--- src/rtl/exc_request_queue.sv ---
// exc_request_queue: buffers syscall/break/trap requests and presents them one at a time to CP0.
// Define EXC_NEST_EN to allow two-deep nested handlers (inHandler becomes a 2-bit depth).
module exc_request_queue #(
    parameter int DEPTH = 4,
    parameter int CNT_W = 8
`ifdef EXC_NEST_EN
    , localparam int IH_W = 2
    , localparam int IH_MAX = 2
`else
    , localparam int IH_W = 1
    , localparam int IH_MAX = 1
`endif
) (
    input  logic             clock,
    input  logic             reset,
    input  logic             enable,
    input  logic             sysReq,
    input  logic             bpReq,
    input  logic             trReq,
    input  logic [31:0]      reqPc,
    input  logic             flush,
    input  logic             cop0Busy,
    input  logic             eret,
    input  logic             eJump,
    output logic [4:0]       excCode,
    output logic [31:0]      excPc,
    output logic             excValid,
    output logic             full,
    output logic [IH_W-1:0]  inHandler,
    output logic [CNT_W-1:0] dropCount
);
    localparam int PW = $clog2(DEPTH);
    typedef enum logic [1:0] {IDLE, PRESENT, HANDLER} state_t;
    state_t state, state_nx;
    logic [4:0] code_mem [DEPTH];
    logic [31:0] pc_mem [DEPTH];
    logic [PW-1:0] wr_ptr, rd_ptr;
    logic [PW:0] count, count_nx;
    logic [IH_W-1:0] depth_nx;
    logic [1:0] n_req;
    logic [2:0] inc;
    logic [CNT_W:0] sum;
    logic any_req, resolve, accept, pop, masked, room, push;
    logic [4:0] req_code;

    assign any_req  = sysReq | bpReq | trReq;
    assign n_req    = 2'(sysReq) + 2'(bpReq) + 2'(trReq);
    assign req_code = sysReq ? 5'd8 : bpReq ? 5'd9 : 5'd13;
    assign resolve  = enable && state == PRESENT && !cop0Busy;
    assign accept   = resolve && eJump;
    // a flushed head is discarded with the rest of the FIFO, so it is neither popped nor counted
    assign pop      = resolve && !flush;
    assign masked   = pop && !eJump;
    assign room     = count != (PW+1)'(DEPTH) || pop;
    assign push     = enable && any_req && !flush && room;
    assign inc      = (enable && !flush) ? 3'(n_req) - 3'(push) + 3'(masked) : 3'd0;
    assign sum      = {1'b0, dropCount} + (CNT_W+1)'(inc);
    assign count_nx = !enable ? count : flush ? '0 : count + (PW+1)'(push) - (PW+1)'(pop);
    assign depth_nx = !enable ? inHandler
                    : inHandler + IH_W'(accept) - IH_W'(eret && inHandler != '0);

    always_comb begin
        state_nx = state;
        if (enable)
            state_nx = (count_nx != '0 && depth_nx < IH_W'(IH_MAX)) ? PRESENT
                     : depth_nx != '0 ? HANDLER : IDLE;
    end

    assign excValid = state == PRESENT;
    assign excCode  = excValid ? code_mem[rd_ptr] : 5'd0;
    assign excPc    = excValid ? pc_mem[rd_ptr] : 32'd0;
    assign full     = count == (PW+1)'(DEPTH);

    always_ff @(posedge clock or posedge reset) begin
        if (reset) begin
            state     <= IDLE;
            wr_ptr    <= '0;
            rd_ptr    <= '0;
            count     <= '0;
            inHandler <= '0;
            dropCount <= '0;
        end else begin
            state     <= state_nx;
            count     <= count_nx;
            inHandler <= depth_nx;
            dropCount <= sum[CNT_W] ? '1 : sum[CNT_W-1:0];
            if (push)
                wr_ptr <= wr_ptr + 1'b1;
            if (enable && flush)
                rd_ptr <= wr_ptr;
            else if (pop)
                rd_ptr <= rd_ptr + 1'b1;
        end
    end

    always_ff @(posedge clock) begin
        if (push) begin
            code_mem[wr_ptr] <= req_code;
            pc_mem[wr_ptr]   <= reqPc;
        end
    end
endmodule
--- config.mk ---
export PLATFORM = sky130hd
export DESIGN_NAME = exc_request_queue
export DESIGN_NICKNAME = d
export VERILOG_FILES = /design/src/rtl/exc_request_queue.sv
export SDC_FILE = /design/constraint.sdc
export NUM_CORES = 1
export LEC_CHECK = 0
export CAP_MARGIN = 10
export CORE_UTILIZATION = 50
export CTS_CLUSTER_SIZE = 16
export DETAILED_ROUTE_END_ITERATION = 8
export PLACE_DENSITY_LB_ADDON = 0.08
export RECOVER_POWER = 100
export SLEW_MARGIN = 10
export SYNTH_ARGS = -nofsm -noshare
export SYNTH_HDL_FRONTEND = slang
export SYNTH_SLANG_ARGS = --single-unit
--- constraint.sdc ---
create_clock -name clock -period 4.6 [get_ports clock]
set_clock_uncertainty 0.05 [all_clocks]
set_input_delay 1.38 -clock clock [delete_from_list [all_inputs] [get_ports clock]]
set_output_delay 1.38 -clock clock [all_outputs]
set_load 0.005 [all_outputs]
==> flow_metrics.tcl <==
set metrics [dict create \
    critPathMaxFanout 5 \
    dp_hpwl_um 7000 \
    required_ns 4.90 \
    crit_slowest_cell "fa_2" \
    swShare 0.255 \
    crit_cells 15 \
    cts_tree "done" \
    first_pass_iters 5 \
    avgViaCountPerCell 5.23 \
    htreeDepth 4 \
    reg2reg_slack_ns 0.66 \
    clkTransAtPathRegs_ns 0.06 \
    fin_crit_ns 4.56 \
    ff_latch_area_sq_mm 0.00454 \
    grt_pass1_vias 3467 \
    power_frac_comb 0.269 \
    min_period_over_period 0.991 \
    grt_usage 0.189 \
    path_class "primary input to flop" \
    grt-ovfl-total 0 \
    gp_congestion 0.779 \
    numCtsBuffers 17 \
    core_sq_mm 0.0122 \
    dieArea_sq_mm 0.0132 \
    leakage_nw 2.90 \
    grt.met2_usage 0.319 \
    synthToLayoutAreaGrowth_pct 29.4 \
    rr_endpoint "dropCount[0]$_DFF_PP0_" \
    setup_tns_ns 0 \
    drtIter0Drc 158 \
    setup_ws_ns 0.0421 \
    die_h_um 115 \
    hold_viol_final 0 \
    crit_family "adder cells" \
    nNetsFinal 518 \
    antenna_found_initial 0 \
    route.final.wire_length_um 11200 \
    wl_per_cell_um 17.5 \
    ys_types 37 \
    die_x_um 115 \
    met1_usage 0.230 \
    r2r_cells 14 \
    cap_violations 0 \
    cp_common_cell "fa_2" \
    p_sw_w 0.00110 \
    yosysWarnings 0 \
    drive_above_1_share 0.243 \
    slowest_delay_ns 0.54 \
    multiInputGateArea_sq_mm 0.00177 \
    relSlewSlack 0.440 \
    synth_top_area_frac 0.642 \
    power_density_mw_per_mm2 522 \
    peakVddDrop_v 0.000297 \
    synthCells 345 \
    clkPwrFrac 0.298 \
    hp-class "flop to flop" \
    yosys.area.top_type "edfxtp_1" \
    n_antenna_cell 0 \
    syn-cell-area_sq_mm 0.00636 \
    cts_buffer_depth 2 \
    rows 40 \
    ys_ff_latch 154 \
    holdCritStartpoint "dropCount[6]$_DFF_PP0_" \
    fill_cells 886 \
    busiest_layer "met2" \
    crit_path_start_kind "primary input" \
    reg2reg_from "state[1]$_DFFE_PP0P_" \
    status "completed" \
    io_pins 90 \
    worst_slew_pin_slew_ns 0.840 \
    drc 0 \
    synth_top_cells_by_area "edfxtp_1, mux4_2, dfrtp_1, nor2b_1, ha_1" \
    gr-usage-met3 0.0490 \
    setup_viol 0 \
    timing.hold.ws_ns 0.484 \
    drv_slew 0 \
    ys_seq_area_frac 0.713 \
    io_buffers 87 \
    cts-hold-fix-buffers 0 \
    grt_start_max_net_pins 36 \
    clock_latency_ns 0.42 \
    syn_area_per_cell_sq_um 18.4 \
    crit_buf_inv 2 \
    grt_pass1_wl_um 17900 \
    end_kind "flop" \
    place_ws_ns -0.621 \
    fin_util 0.674 \
    seq_power_share 0.433 \
    worstHoldPathCells 1 \
    rsz0062_at_grt "true" \
    ant_nets 0 \
    via_count 3350 \
    initial_core_util 0.521 \
    clock.fmax_ghz 0.219 \
    holdPathEnd "dropCount[6]$_DFF_PP0_" \
    cts_root_buf "clkbuf_16" \
    critical_path_arrival_ns 4.86 \
    cts.sinks 154 \
    p_int_w 0.00320 \
    path_cells "buf_6 > and4bb_4 > nand2_4 > a221oi_4 > ha_4 > fa_1 > inv_1 > ha_2 > fa_2 > nand2_2 > fa_2 > nor2b_4 > nor2_4 > or3_4 > nand2b_1" \
]
[worst max path at each step]
stage	start	to	slack, ns
after global routing	cop0Busy	dropCount[2]$_DFF_PP0_	-0.04
final	cop0Busy	dropCount[0]$_DFF_PP0_	0.04
after CTS	trReq	dropCount[7]$_DFF_PP0_	0.02
after detailed placement	enable	dropCount[7]$_DFF_PP0_	-0.62
after floorplan	cop0Busy	dropCount[2]$_DFF_PP0_	-0.21
after global placement	enable	dropCount[2]$_DFF_PP0_	-0.57
[registers in the layout, summed over array words and instances (netlist names)]
signal / count
pc_mem: 128
code_mem: 8
dropCount: 8
count: 3
rd_ptr: 2
state: 2
wr_ptr: 2
inHandler: 1
[cells in the mapped netlist]
| master | count |
|---|---|
| fa_1 | 4 |
| dfrtp_1 | 18 |
| buf_2 | 3 |
| and4bb_4 | 1 |
| conb_1 | 1 |
| clkbuf_1 | 5 |
| a21boi_0 | 1 |
| nand2b_1 | 4 |
| nor3b_1 | 1 |
| nand2_4 | 1 |
| inv_1 | 20 |
| nor2_1 | 8 |
| mux2_4 | 1 |
| edfxtp_1 | 136 |
| and3_1 | 1 |
| a31oi_1 | 1 |
| nor3_1 | 1 |
| and2_1 | 1 |
| a21oi_1 | 4 |
| a221oi_4 | 1 |
| o21ai_0 | 5 |
| buf_1 | 1 |
| mux4_2 | 34 |
| xor2_1 | 4 |
| buf_4 | 6 |
| nand3_1 | 1 |
| ha_1 | 11 |
| and2_2 | 4 |
| xnor2_1 | 4 |
| nand2_1 | 15 |
| o211ai_1 | 1 |
| nor2b_1 | 39 |
| o21bai_1 | 1 |
| a21o_1 | 1 |
| a31o_2 | 1 |
| or3_1 | 2 |
| mux2_2 | 2 |
[final cells by class]
class | instances | area share
sequential | 154 | 0.551
multi-input combinational | 157 | 0.215
timing repair buffer | 111 | 0.133
clock buffer | 20 | 0.0531
tap | 168 | 0.0255
clock inverter | 11 | 0.0128
inverter | 20 | 0.00912
[stage by stage]
step           cells  area, sq um  total power (W)
2_1_floorplan    346         6400          0.00257
3_3_place_gp     606         7610          0.00303
3_5_place_dp     606         7610          0.00306
4_1_cts          639         8180          0.00435
5_1_grt          641         8230          0.00451
6_report         641         8230          0.00430
[power by group through the flow]
stage	registers [W]	clock network (W)	logic, W
after floorplan	0.00180	0	0.000775
after global placement	0.00189	0	0.00115
after detailed placement	0.00189	0	0.00116
after CTS	0.00187	0.00131	0.00117
after global routing	0.00189	0.00136	0.00126
final	0.00186	0.00128	0.00116
[layer usage]
metal	up-vias	share of wire
li1	1536	-
met1	1722	0.42
met2	75	0.52
met3	17	0.037
met4	0	0.019
met5	-	0
[placed cells by master (no fill, tap or decap), types with 2 or more instances in the layout]
cell,netlist,layout
clkinv_2,0,2
fa_2,0,2
nor2_1,8,7
clkinv_1,0,5
conb_1,1,2
ha_1,11,8
ha_4,0,2
nand2_2,0,2
inv_1,20,17
clkbuf_1,5,4
xor2_1,4,4
dlygate4sd3_1,0,32
and2_2,4,4
buf_4,6,19
a21oi_1,4,3
mux4_2,34,34
clkdlybuf4s50_1,0,49
bufinv_16,0,2
mux2_4,1,2
fa_1,4,2
buf_12,0,4
dfrtp_2,0,2
o21ai_0,5,4
edfxtp_1,136,136
dlygate4sd2_1,0,3
xnor2_1,4,3
nor2b_1,39,38
nand2_1,15,13
dfrtp_1,18,16
clkbuf_16,0,17
inv_2,0,3
nand2b_1,4,2
[cells by family (layout without fill, tap and decap cells)]
logic type / after synthesis / count (layout) / synth area share
AO/OA/AOI/OAI: 16 / 16 / 0.0183
multiplexers: 37 / 37 / 0.126
buffers and inverters: 35 / 162 / 0.0248
adder cells (fa/ha/maj): 15 / 15 / 0.0342
XOR/XNOR: 8 / 8 / 0.0110
AND/OR/NAND/NOR: 79 / 79 / 0.0716
other: 1 / 2 / 0.000590
flip-flops: 154 / 154 / 0.713
[timing repair]
item                       in CTS  in global routing
setup endpoints to repair       8                  7
gates resized for setup        14                  9
hold endpoints to repair        0                  0
buffers inserted                2                  2
pin swaps                      10                 12
Power figures use the tool's default switching activity.
